==> config.mk <==
export PLATFORM = sky130hd
export DESIGN_NAME = avg_feature_requester_flat
export DESIGN_NICKNAME = d
export VERILOG_FILES = /design/src/rtl/avg_feature_requester_if.sv /design/src/rtl/avg_feature_requester.sv /design/src/flat_wrapper.sv
export SDC_FILE = /design/constraint.sdc
export NUM_CORES = 1
export LEC_CHECK = 0
export CORE_ASPECT_RATIO = 0.9
export CORE_MARGIN = 10
export CORE_UTILIZATION = 41
export CTS_CLUSTER_DIAMETER = 150
export DETAILED_ROUTE_END_ITERATION = 12
export GPL_TIMING_DRIVEN = 1
export PLACE_DENSITY = 0.71
export SKIP_CTS_REPAIR_TIMING = 1
export SLEW_MARGIN = 20
export SYNTH_ARGS = -nofsm -noshare
export SYNTH_HDL_FRONTEND = slang
export SYNTH_SLANG_ARGS = --single-unit
export TNS_END_PERCENT = 1
==> constraint.sdc <==
create_clock -name clk -period 2.95 [get_ports clk]
set_input_delay 0.295 -clock clk [delete_from_list [all_inputs] [get_ports clk]]
set_output_delay 0.295 -clock clk [all_outputs]
set_load 0.05 [all_outputs]
==> src/rtl/avg_feature_requester_if.sv <==
`default_nettype none
// ============================================================================
//  Module   : avg_feature_requester_if
//  Brief    : Host request/result bundle plus the divider handshake for the
//             flow-feature requester. The master side is the requester, the
//             slave side is whoever drives stats and answers divisions.
//  Revision : 1.0 - initial release
// ============================================================================
interface avg_feature_requester_if;
    // Host request and flow statistics
    logic       start;
    logic [7:0] pkt_cnt;
    logic [7:0] byte_cnt;
    logic [7:0] dur;
    logic [7:0] iat_sum;

    // Divider handshake
    logic [7:0] div_a;
    logic [7:0] div_b;
    logic       div_vld;
    logic [7:0] div_quo;
    logic [7:0] div_rem;
    logic       div_ack;

    // Status and results
    logic       busy;
    logic       done;
    logic       err;
    logic [7:0] feat_pps;
    logic [7:0] feat_bps;
    logic [7:0] feat_size;
    logic [7:0] feat_iat;
    logic [3:0] zdiv;

    modport master (
        input  start, pkt_cnt, byte_cnt, dur, iat_sum,
        input  div_quo, div_rem, div_ack,
        output div_a, div_b, div_vld,
        output busy, done, err, feat_pps, feat_bps, feat_size, feat_iat, zdiv
    );

    modport slave (
        output start, pkt_cnt, byte_cnt, dur, iat_sum,
        output div_quo, div_rem, div_ack,
        input  div_a, div_b, div_vld,
        input  busy, done, err, feat_pps, feat_bps, feat_size, feat_iat, zdiv
    );
endinterface
`default_nettype wire

==> src/rtl/avg_feature_requester.sv <==
`default_nettype none
// ============================================================================
//  Module   : avg_feature_requester
//  Brief    : Computes four flow features (pps, bps, size, iat) by issuing
//             sequential requests to an external divider. Zero divisors are
//             flagged without a division; a stalled divider aborts with err.
//  Revision : 1.0 - initial release
// ============================================================================
module avg_feature_requester #(
    parameter int TIMEOUT = 32
) (
    input  logic                    clk,
    input  logic                    rst_n,
    avg_feature_requester_if.master bus
);

    // Counter only has to reach TIMEOUT-1: the last WAIT cycle is the compare hit
    localparam int                   c_CNT_W    = (TIMEOUT < 2) ? 1 : $clog2(TIMEOUT);
    localparam logic [c_CNT_W-1:0]   c_CNT_LAST = c_CNT_W'(TIMEOUT - 1);

    localparam logic [2:0] c_ST_IDLE  = 3'd0;
    localparam logic [2:0] c_ST_ISSUE = 3'd1;
    localparam logic [2:0] c_ST_WAIT  = 3'd2;
    localparam logic [2:0] c_ST_NEXT  = 3'd3;
    localparam logic [2:0] c_ST_DONE  = 3'd4;

    logic [2:0]         r_state;
    logic [2:0]         w_state_nxt;

    logic [7:0]         r_pkt;
    logic [7:0]         r_byte;
    logic [7:0]         r_dur;
    logic [7:0]         r_iat;
    logic [1:0]         r_idx;
    logic [c_CNT_W-1:0] r_cnt;
    logic [7:0]         r_div_a;
    logic [7:0]         r_div_b;
    logic               r_div_vld;
    logic               r_err;
    logic [3:0]         r_zdiv;
    logic [3:0][7:0]    r_feat;

    logic [7:0]         w_num;
    logic [7:0]         w_den;
    logic               w_den_zero;
    logic               w_timeout;
    logic               w_unused_rem;

    // The remainder is part of the divider bus but carries nothing we need
    assign w_unused_rem = ^bus.div_rem;

    // Dividend/divisor pair for the feature currently being worked on
    always_comb begin
        w_num = 8'h00;
        w_den = 8'h00;
        case (r_idx)
            2'd0:    begin w_num = r_pkt;  w_den = r_dur; end
            2'd1:    begin w_num = r_byte; w_den = r_dur; end
            2'd2:    begin w_num = r_byte; w_den = r_pkt; end
            default: begin w_num = r_iat;  w_den = r_pkt; end
        endcase
    end

    assign w_den_zero = (w_den == 8'h00);
    assign w_timeout  = (r_cnt == c_CNT_LAST);

    // State register
    always_ff @(posedge clk) begin
        if (!rst_n) begin
            r_state <= c_ST_IDLE;
        end else begin
            r_state <= w_state_nxt;
        end
    end

    // Next-state decode; ack wins over timeout on the final WAIT cycle
    always_comb begin
        w_state_nxt = r_state;
        case (r_state)
            c_ST_IDLE:  if (bus.start) w_state_nxt = c_ST_ISSUE;
            c_ST_ISSUE: w_state_nxt = w_den_zero ? c_ST_NEXT : c_ST_WAIT;
            c_ST_WAIT: begin
                if (bus.div_ack) begin
                    w_state_nxt = c_ST_NEXT;
                end else if (w_timeout) begin
                    w_state_nxt = c_ST_DONE;
                end
            end
            c_ST_NEXT:  w_state_nxt = (r_idx == 2'd3) ? c_ST_DONE : c_ST_ISSUE;
            c_ST_DONE:  w_state_nxt = c_ST_IDLE;
            default:    w_state_nxt = c_ST_IDLE;
        endcase
    end

    // Datapath: stat latch, divider request, result capture and status flags
    always_ff @(posedge clk) begin
        if (!rst_n) begin
            r_pkt     <= 8'h00;
            r_byte    <= 8'h00;
            r_dur     <= 8'h00;
            r_iat     <= 8'h00;
            r_idx     <= 2'd0;
            r_cnt     <= '0;
            r_div_a   <= 8'h00;
            r_div_b   <= 8'h00;
            r_div_vld <= 1'b0;
            r_err     <= 1'b0;
            r_zdiv    <= 4'h0;
            r_feat    <= '0;
        end else begin
            case (r_state)
                c_ST_IDLE: begin
                    if (bus.start) begin
                        r_pkt  <= bus.pkt_cnt;
                        r_byte <= bus.byte_cnt;
                        r_dur  <= bus.dur;
                        r_iat  <= bus.iat_sum;
                        r_idx  <= 2'd0;
                        r_err  <= 1'b0;
                        r_zdiv <= 4'h0;
                        r_feat <= '0;
                    end
                end
                c_ST_ISSUE: begin
                    if (w_den_zero) begin
                        r_feat[r_idx] <= 8'hFF;
                        r_zdiv[r_idx] <= 1'b1;
                    end else begin
                        r_div_a   <= w_num;
                        r_div_b   <= w_den;
                        r_div_vld <= 1'b1;
                        r_cnt     <= '0;
                    end
                end
                c_ST_WAIT: begin
                    if (bus.div_ack) begin
                        r_feat[r_idx] <= bus.div_quo;
                        r_div_vld     <= 1'b0;
                        r_div_a       <= 8'h00;
                        r_div_b       <= 8'h00;
                    end else if (w_timeout) begin
                        r_err     <= 1'b1;
                        r_div_vld <= 1'b0;
                        r_div_a   <= 8'h00;
                        r_div_b   <= 8'h00;
                    end else begin
                        r_cnt <= r_cnt + 1'b1;
                    end
                end
                c_ST_NEXT: begin
                    if (r_idx != 2'd3) begin
                        r_idx <= r_idx + 2'd1;
                    end
                end
                default: begin
                end
            endcase
        end
    end

    assign bus.div_a     = r_div_a;
    assign bus.div_b     = r_div_b;
    assign bus.div_vld   = r_div_vld;
    assign bus.busy      = (r_state != c_ST_IDLE);
    assign bus.done      = (r_state == c_ST_DONE);
    assign bus.err       = r_err;
    assign bus.zdiv      = r_zdiv;
    assign bus.feat_pps  = r_feat[0];
    assign bus.feat_bps  = r_feat[1];
    assign bus.feat_size = r_feat[2];
    assign bus.feat_iat  = r_feat[3];

endmodule
`default_nettype wire
==> src/flat_wrapper.sv <==
// flat-port wrapper written by rule: the top's interface ports become plain ports
module avg_feature_requester_flat 
#(
    parameter int TIMEOUT = 32
)
  (clk, rst_n, bus_start, bus_pkt_cnt, bus_byte_cnt, bus_dur, bus_iat_sum, bus_div_quo, bus_div_rem, bus_div_ack, bus_div_a, bus_div_b, bus_div_vld, bus_busy, bus_done, bus_err, bus_feat_pps, bus_feat_bps, bus_feat_size, bus_feat_iat, bus_zdiv);
  avg_feature_requester_if bus_i ();
  input  logic clk;
  input  logic rst_n;
  input wire logic [$bits(bus_i.start)-1:0] bus_start;
  input wire logic [$bits(bus_i.pkt_cnt)-1:0] bus_pkt_cnt;
  input wire logic [$bits(bus_i.byte_cnt)-1:0] bus_byte_cnt;
  input wire logic [$bits(bus_i.dur)-1:0] bus_dur;
  input wire logic [$bits(bus_i.iat_sum)-1:0] bus_iat_sum;
  input wire logic [$bits(bus_i.div_quo)-1:0] bus_div_quo;
  input wire logic [$bits(bus_i.div_rem)-1:0] bus_div_rem;
  input wire logic [$bits(bus_i.div_ack)-1:0] bus_div_ack;
  output wire logic [$bits(bus_i.div_a)-1:0] bus_div_a;
  output wire logic [$bits(bus_i.div_b)-1:0] bus_div_b;
  output wire logic [$bits(bus_i.div_vld)-1:0] bus_div_vld;
  output wire logic [$bits(bus_i.busy)-1:0] bus_busy;
  output wire logic [$bits(bus_i.done)-1:0] bus_done;
  output wire logic [$bits(bus_i.err)-1:0] bus_err;
  output wire logic [$bits(bus_i.feat_pps)-1:0] bus_feat_pps;
  output wire logic [$bits(bus_i.feat_bps)-1:0] bus_feat_bps;
  output wire logic [$bits(bus_i.feat_size)-1:0] bus_feat_size;
  output wire logic [$bits(bus_i.feat_iat)-1:0] bus_feat_iat;
  output wire logic [$bits(bus_i.zdiv)-1:0] bus_zdiv;
  assign bus_i.start = bus_start;
  assign bus_i.pkt_cnt = bus_pkt_cnt;
  assign bus_i.byte_cnt = bus_byte_cnt;
  assign bus_i.dur = bus_dur;
  assign bus_i.iat_sum = bus_iat_sum;
  assign bus_i.div_quo = bus_div_quo;
  assign bus_i.div_rem = bus_div_rem;
  assign bus_i.div_ack = bus_div_ack;
  assign bus_div_a = bus_i.div_a;
  assign bus_div_b = bus_i.div_b;
  assign bus_div_vld = bus_i.div_vld;
  assign bus_busy = bus_i.busy;
  assign bus_done = bus_i.done;
  assign bus_err = bus_i.err;
  assign bus_feat_pps = bus_i.feat_pps;
  assign bus_feat_bps = bus_i.feat_bps;
  assign bus_feat_size = bus_i.feat_size;
  assign bus_feat_iat = bus_i.feat_iat;
  assign bus_zdiv = bus_i.zdiv;
  avg_feature_requester #(.TIMEOUT(TIMEOUT)) u_core (.clk(clk), .rst_n(rst_n), .bus(bus_i));
endmodule
# Word level (Yosys, flattened, before mapping)
# Index checks and enable logic that the tools add are counted.
[word_totals]
ff_bits = 96
input_bits = 52
output_inout_bits = 56
wordCells = 101
[classes]
n_addsub = 2
order_cmp = 2
eq_ne = 18
n_mux = 41
n_bitwise = 2
n_reduce_logical = 20
[ops]
columns = ["operator", "count"]
rows = [
  ["32-bit two-way mux", 3],
  ["32-bit one-hot mux with 3 select lines", 1],
  ["8-bit two-way mux", 6],
  ["8-bit one-hot mux with 2 select lines", 3],
  ["32-bit bitwise mux", 1],
  ["32-bit bitwise OR", 1],
  ["8-bit demux with 2-bit select", 1],
  ["5-bit two-way mux", 3],
  ["3-bit two-way mux", 4],
  ["2-bit != test, second input constant", 6],
  ["3-bit one-hot mux with 4 select lines", 1],
  ["4-bit AND reduction", 3],
  ["5-bit one-hot mux with 2 select lines", 1],
  ["3-bit AND reduction", 3],
  ["8-bit logical NOT", 1],
  ["1-bit two-way mux", 8],
  ["4-bit two-way mux", 2],
  ["4-bit one-hot mux with 2 select lines", 1],
  ["2-bit nonzero test", 4],
  ["3-bit by 2-bit == test with 1-bit output, second input constant", 2],
  ["2-bit by 1-bit != test with 1-bit output, second input constant", 3],
  ["3-bit nonzero test", 2],
  ["5-bit by 1-bit adder with 5-bit output, second input constant", 1],
  ["5-bit == test, second input constant", 1],
  ["18 further kinds", 23],
]

# Longest topological paths before layout
[depth]
word_depth = 7
ltp_mapped = 8

# Worst setup path before layout
# OpenSTA, ideal clock, no wires.
[synth_path]
path_kind = "register to output"
startpoint = "register u_core.r_state[2]"
endpoint = "output bus_done"
arrival_time_ns = 1.783
path_slack_ns = 0.872
stages_incl_launch_ff = 4
path_buffers = 1
cell_sequence = "dfxtp_1 > clkbuf_1 > inv_1 > nor3_1"
[synth_between]
elab_chain_cells = 1
[synth_lines]
columns = ["element", "line", "text"]
rows = [
  ["start: declaration", "avg_feature_requester.sv:27", "logic [2:0] r_state;"],
  ["start signal: assignment", "avg_feature_requester.sv:70", "r_state <= c_ST_IDLE;"],
  ["start signal: assignment", "avg_feature_requester.sv:72", "r_state <= w_state_nxt;"],
  ["3-bit == test", "avg_feature_requester.sv:165", "assign bus.done = (r_state == c_ST_DONE);"],
  ["end: declaration", "flat_wrapper.sv:22", "output wire logic [$bits(bus_i.done)-1:0] bus_done;"],
]
# No other way between the ends.

# Final worst setup path
# Ends and elaborated chain as after synthesis.

==> key figures <==
Run status
  • Status: completed

Timing
  • Max-slew headroom: a little under two fifths
  • Finish-stage setup viols: 0
  • Maximum clock rate: 0.411 GHz
  • Setup TNS: 0 ns
  • RSZ-0062 raised after global routing: no
  • Clock Skew: between 0.009 and 0.01 ns
  • Slew Viols, Final: 0
  • Hold Vio Cnt, Final: 0
  • Final Cycle Share: approximately 83%
  • Clock period minus worst slack: roughly 2.4 ns
  • Slew @ Worst Pin: 0.929 ns

Synth
  • FFs w/ async S/R, synth: 0%
  • Synth top area share: 45.1%
  • Ys flop type: dfxtp_1
  • #FFs+latches synth: 96
  • Cell taking the most area after synthesis: dfxtp_1
  • Yosys cell types: 42
  • Post-Syn Area: 0.00426 mm^2
  • Number of flops mapped to enable cells by yosys: 0
  • Syn Inst Count: about 540
  • Synth Warn #: 0
  • Syn_nets: 600
  • Syn_area_per_cell: 7.86 um^2
  • Sequential fraction of the synthesis area: 45.1%
  • Ranking of synthesized cells by area: dfxtp_1, a21oi_1, nand2_1, nand2b_1, clkbuf_1

Worst setup path
  • Delay-heaviest family, CP: buffers and inverters
  • Crit Path Class: register to primary output
  • CP Max Fanout: 13
  • Critical Path RT: 2.65 ns
  • CP endpoint kind: primary output
  • Crit-path cells: inv_1 -> nor3_1 -> clkdlybuf4s50_1
  • Crit path arrival time: ~2.1 ns
  • Buf+Inv Stages, Crit Path: 2
  • Crit start category: register
  • Slowest CP cell: clkdlybuf4s50_1
  • Crit-path max cell delay: between 0.8 and 0.9 ns

Cells and area
  • Final net count: 678
  • Share of cells above drive strength 1: under 10%
  • Filler instances: approximately 950
  • Most common cell after layout, fill and taps aside: nand2_1
  • Area grow syn2layout: 32.8%
  • Antenna fix cells: 0
  • Most frequent cells in the layout: nand2_1, a21oi_1, clkdlybuf4s50_1

Global routing
  • Total Routing Usage GR: between 10% and 20%
  • Gr ovfl total: 0
  • Initial antenna violation count: 0
  • Largest net degree at the start of global routing: 38
  • Number of global-route vias before repair: 3899
  • First-pass GRT wire length: ~20000 um

Die
  • I/O pin cnt: 108
  • Core area: around 0.010 mm^2
  • Die Area: about 0.015 mm^2
  • Starting density of the core: between 40% and 50%
  • Die H: approximately 120 um
  • FP Rows: 35
  • Die W: about 130 um

Drt
  • WL final: roughly 12000 um
  • Vias per cell: around 5.4
  • # DRC: 0
  • DRT Pass-1 Iters: 5
  • DRT iter0 DRCs: 396
  • Routed Antenna Nets: 0
  • Vias: 4071
  • DR WL/cell: approximately 16 um

Clock network
  • Worst-Skew Late Latency: ~0.34 ns
  • CTS tree: built
  • CTS Buf Count: 9
  • Clock Tree Root: clkbuf_16
  • Clock net sink count: 96
  • Clock slew at reported path FFs: 0.07 ns
  • CTS H-tree lvls: 3
  • CTS max path bufs: 2

Place
  • Final RePlAce weighted congestion: 0.862
  • I/O Buffers: 99
  • HPWL Detailed: approximately 8800 um

Pwr
  • Switching Fraction: roughly a third
  • Clock power share: about 32%
  • Power per standard cell area: 704 mW/mm^2
  • Power share of the sequential group: a little under two fifths
  • Cell internal pwr: ~2.6 mW
  • Logic pwr share: approximately 30%
  • VDD IR max: approximately 0.00040 V
  • Switching power: around 1.4 mW
  • Tot Pwr: roughly 4 mW
  • Lkg Pwr: around 2.0 nW

Run
  • Max_cap viols: 0

Hold path
  • Worst min path class: register to register
[synthesized netlist by cell type (2+ instances only)]
cell and instances:
buf_1 2, ha_1 6, a221oi_1 8, a22oi_1 9, o21ai_0 23, mux2i_1 10, buf_2 2, and3_1 2
inv_1 5, nand2b_1 33, xor2_1 3, nand3_1 14, a41o_1 8, o311ai_0 2, nor4_1 4, nor3_1 7
nand3b_1 5, a21oi_1 104, clkbuf_1 36, dfxtp_1 96, nor2_1 10, nand2_1 133
[layout make-up]
cell class                      instances  area (um^2)  share of cell area [%]
Multi-Input combinational cell        399         2170                    38.3
Clock inverter                          7          101                    1.79
Clock buffer                            9          225                    3.98
Inverter                                5         18.8                   0.332
Timing Repair Buffer                  109         1060                    18.8
Sequential cell                        96         1920                    34.0
Tap cell                              129          161                    2.85
[state kept, by name, summed over array words and instances (netlist names), 3 cells and up]
name	cells
u_core.bus.div_a	8
u_core.bus.zdiv	4
u_core.bus.feat_bps	8
u_core.bus.feat_size	8
u_core.r_iat	8
u_core.r_pkt	8
u_core.bus.feat_pps	8
u_core.r_byte	8
u_core.bus.div_b	8
u_core.r_cnt	5
u_core.r_state	3
u_core.r_dur	8
u_core.bus.feat_iat	8
[routing by layer]
metal / part of all wire [%] / global-route usage [%]
met2: 47 / 26.0
met3: 6.0 / 3.22
met4: 1.6 / 5.53
met1: 46 / 20.9
met5: 0 / 0
[cell families after synthesis]
| logic type | after synthesis | synth area share (%) |
|---|---|---|
| AOI/OAI and AO/OA | 161 | 21.7 |
| xor gates and xnor gates | 3 | 0.617 |
| adders and majority gates | 6 | 1.76 |
| buffers and inverters | 47 | 4.47 |
| DFF | 96 | 45.1 |
| muxes | 10 | 2.35 |
| and+or+nand+nor | 219 | 23.9 |
[path summary, 6_finish.rpt]
check	startpoint	end	slack, ns	cells past startpoint
max	u_core.r_state[2]	bus_done	0.51	3
min	u_core.bus.feat_size[4]	u_core.bus.feat_size[4]	0.46	2
max reg2reg	u_core.r_idx[0]	u_core.r_cnt[0]	0.57	6
min reg2reg	u_core.bus.feat_size[4]	u_core.bus.feat_size[4]	0.46	2
[worst min-delay path: stages, from the launching register on]
cell and delay (ns):
dfxtp_1 0.31, nand2_1 0.05, a21oi_1 0.05
[through the flow]
| stage | utilization [%] | cell area, um^2 | hold WS (ns) | worst slack, ns | std cells |
|---|---|---|---|---|---|
| floorplan | - | 4260 | 0.431 | 0.872 | 542 |
| finish | 55.4 | 5660 | 0.456 | 0.515 | 754 |
| global placement | 52.2 | 5330 | 0.445 | 0.712 | 738 |
| detailed placement | 52.2 | 5330 | 0.446 | 0.612 | 738 |
| CTS | 55.4 | 5660 | 0.458 | 0.516 | 754 |
| global route | 55.4 | 5660 | 0.476 | 0.325 | 754 |
[power by group through the flow]
stage / sequential (mW) / combinational (mW) / clock, mW
3_3_place_gp: 1.55 / 1.15 / 0
5_1_grt: 1.55 / 1.28 / 1.35
3_5_place_dp: 1.56 / 1.17 / 0
4_1_cts: 1.53 / 1.18 / 1.29
6_report: 1.53 / 1.18 / 1.28
2_1_floorplan: 1.75 / 0.594 / 0
Power figures use the tool's default switching activity.
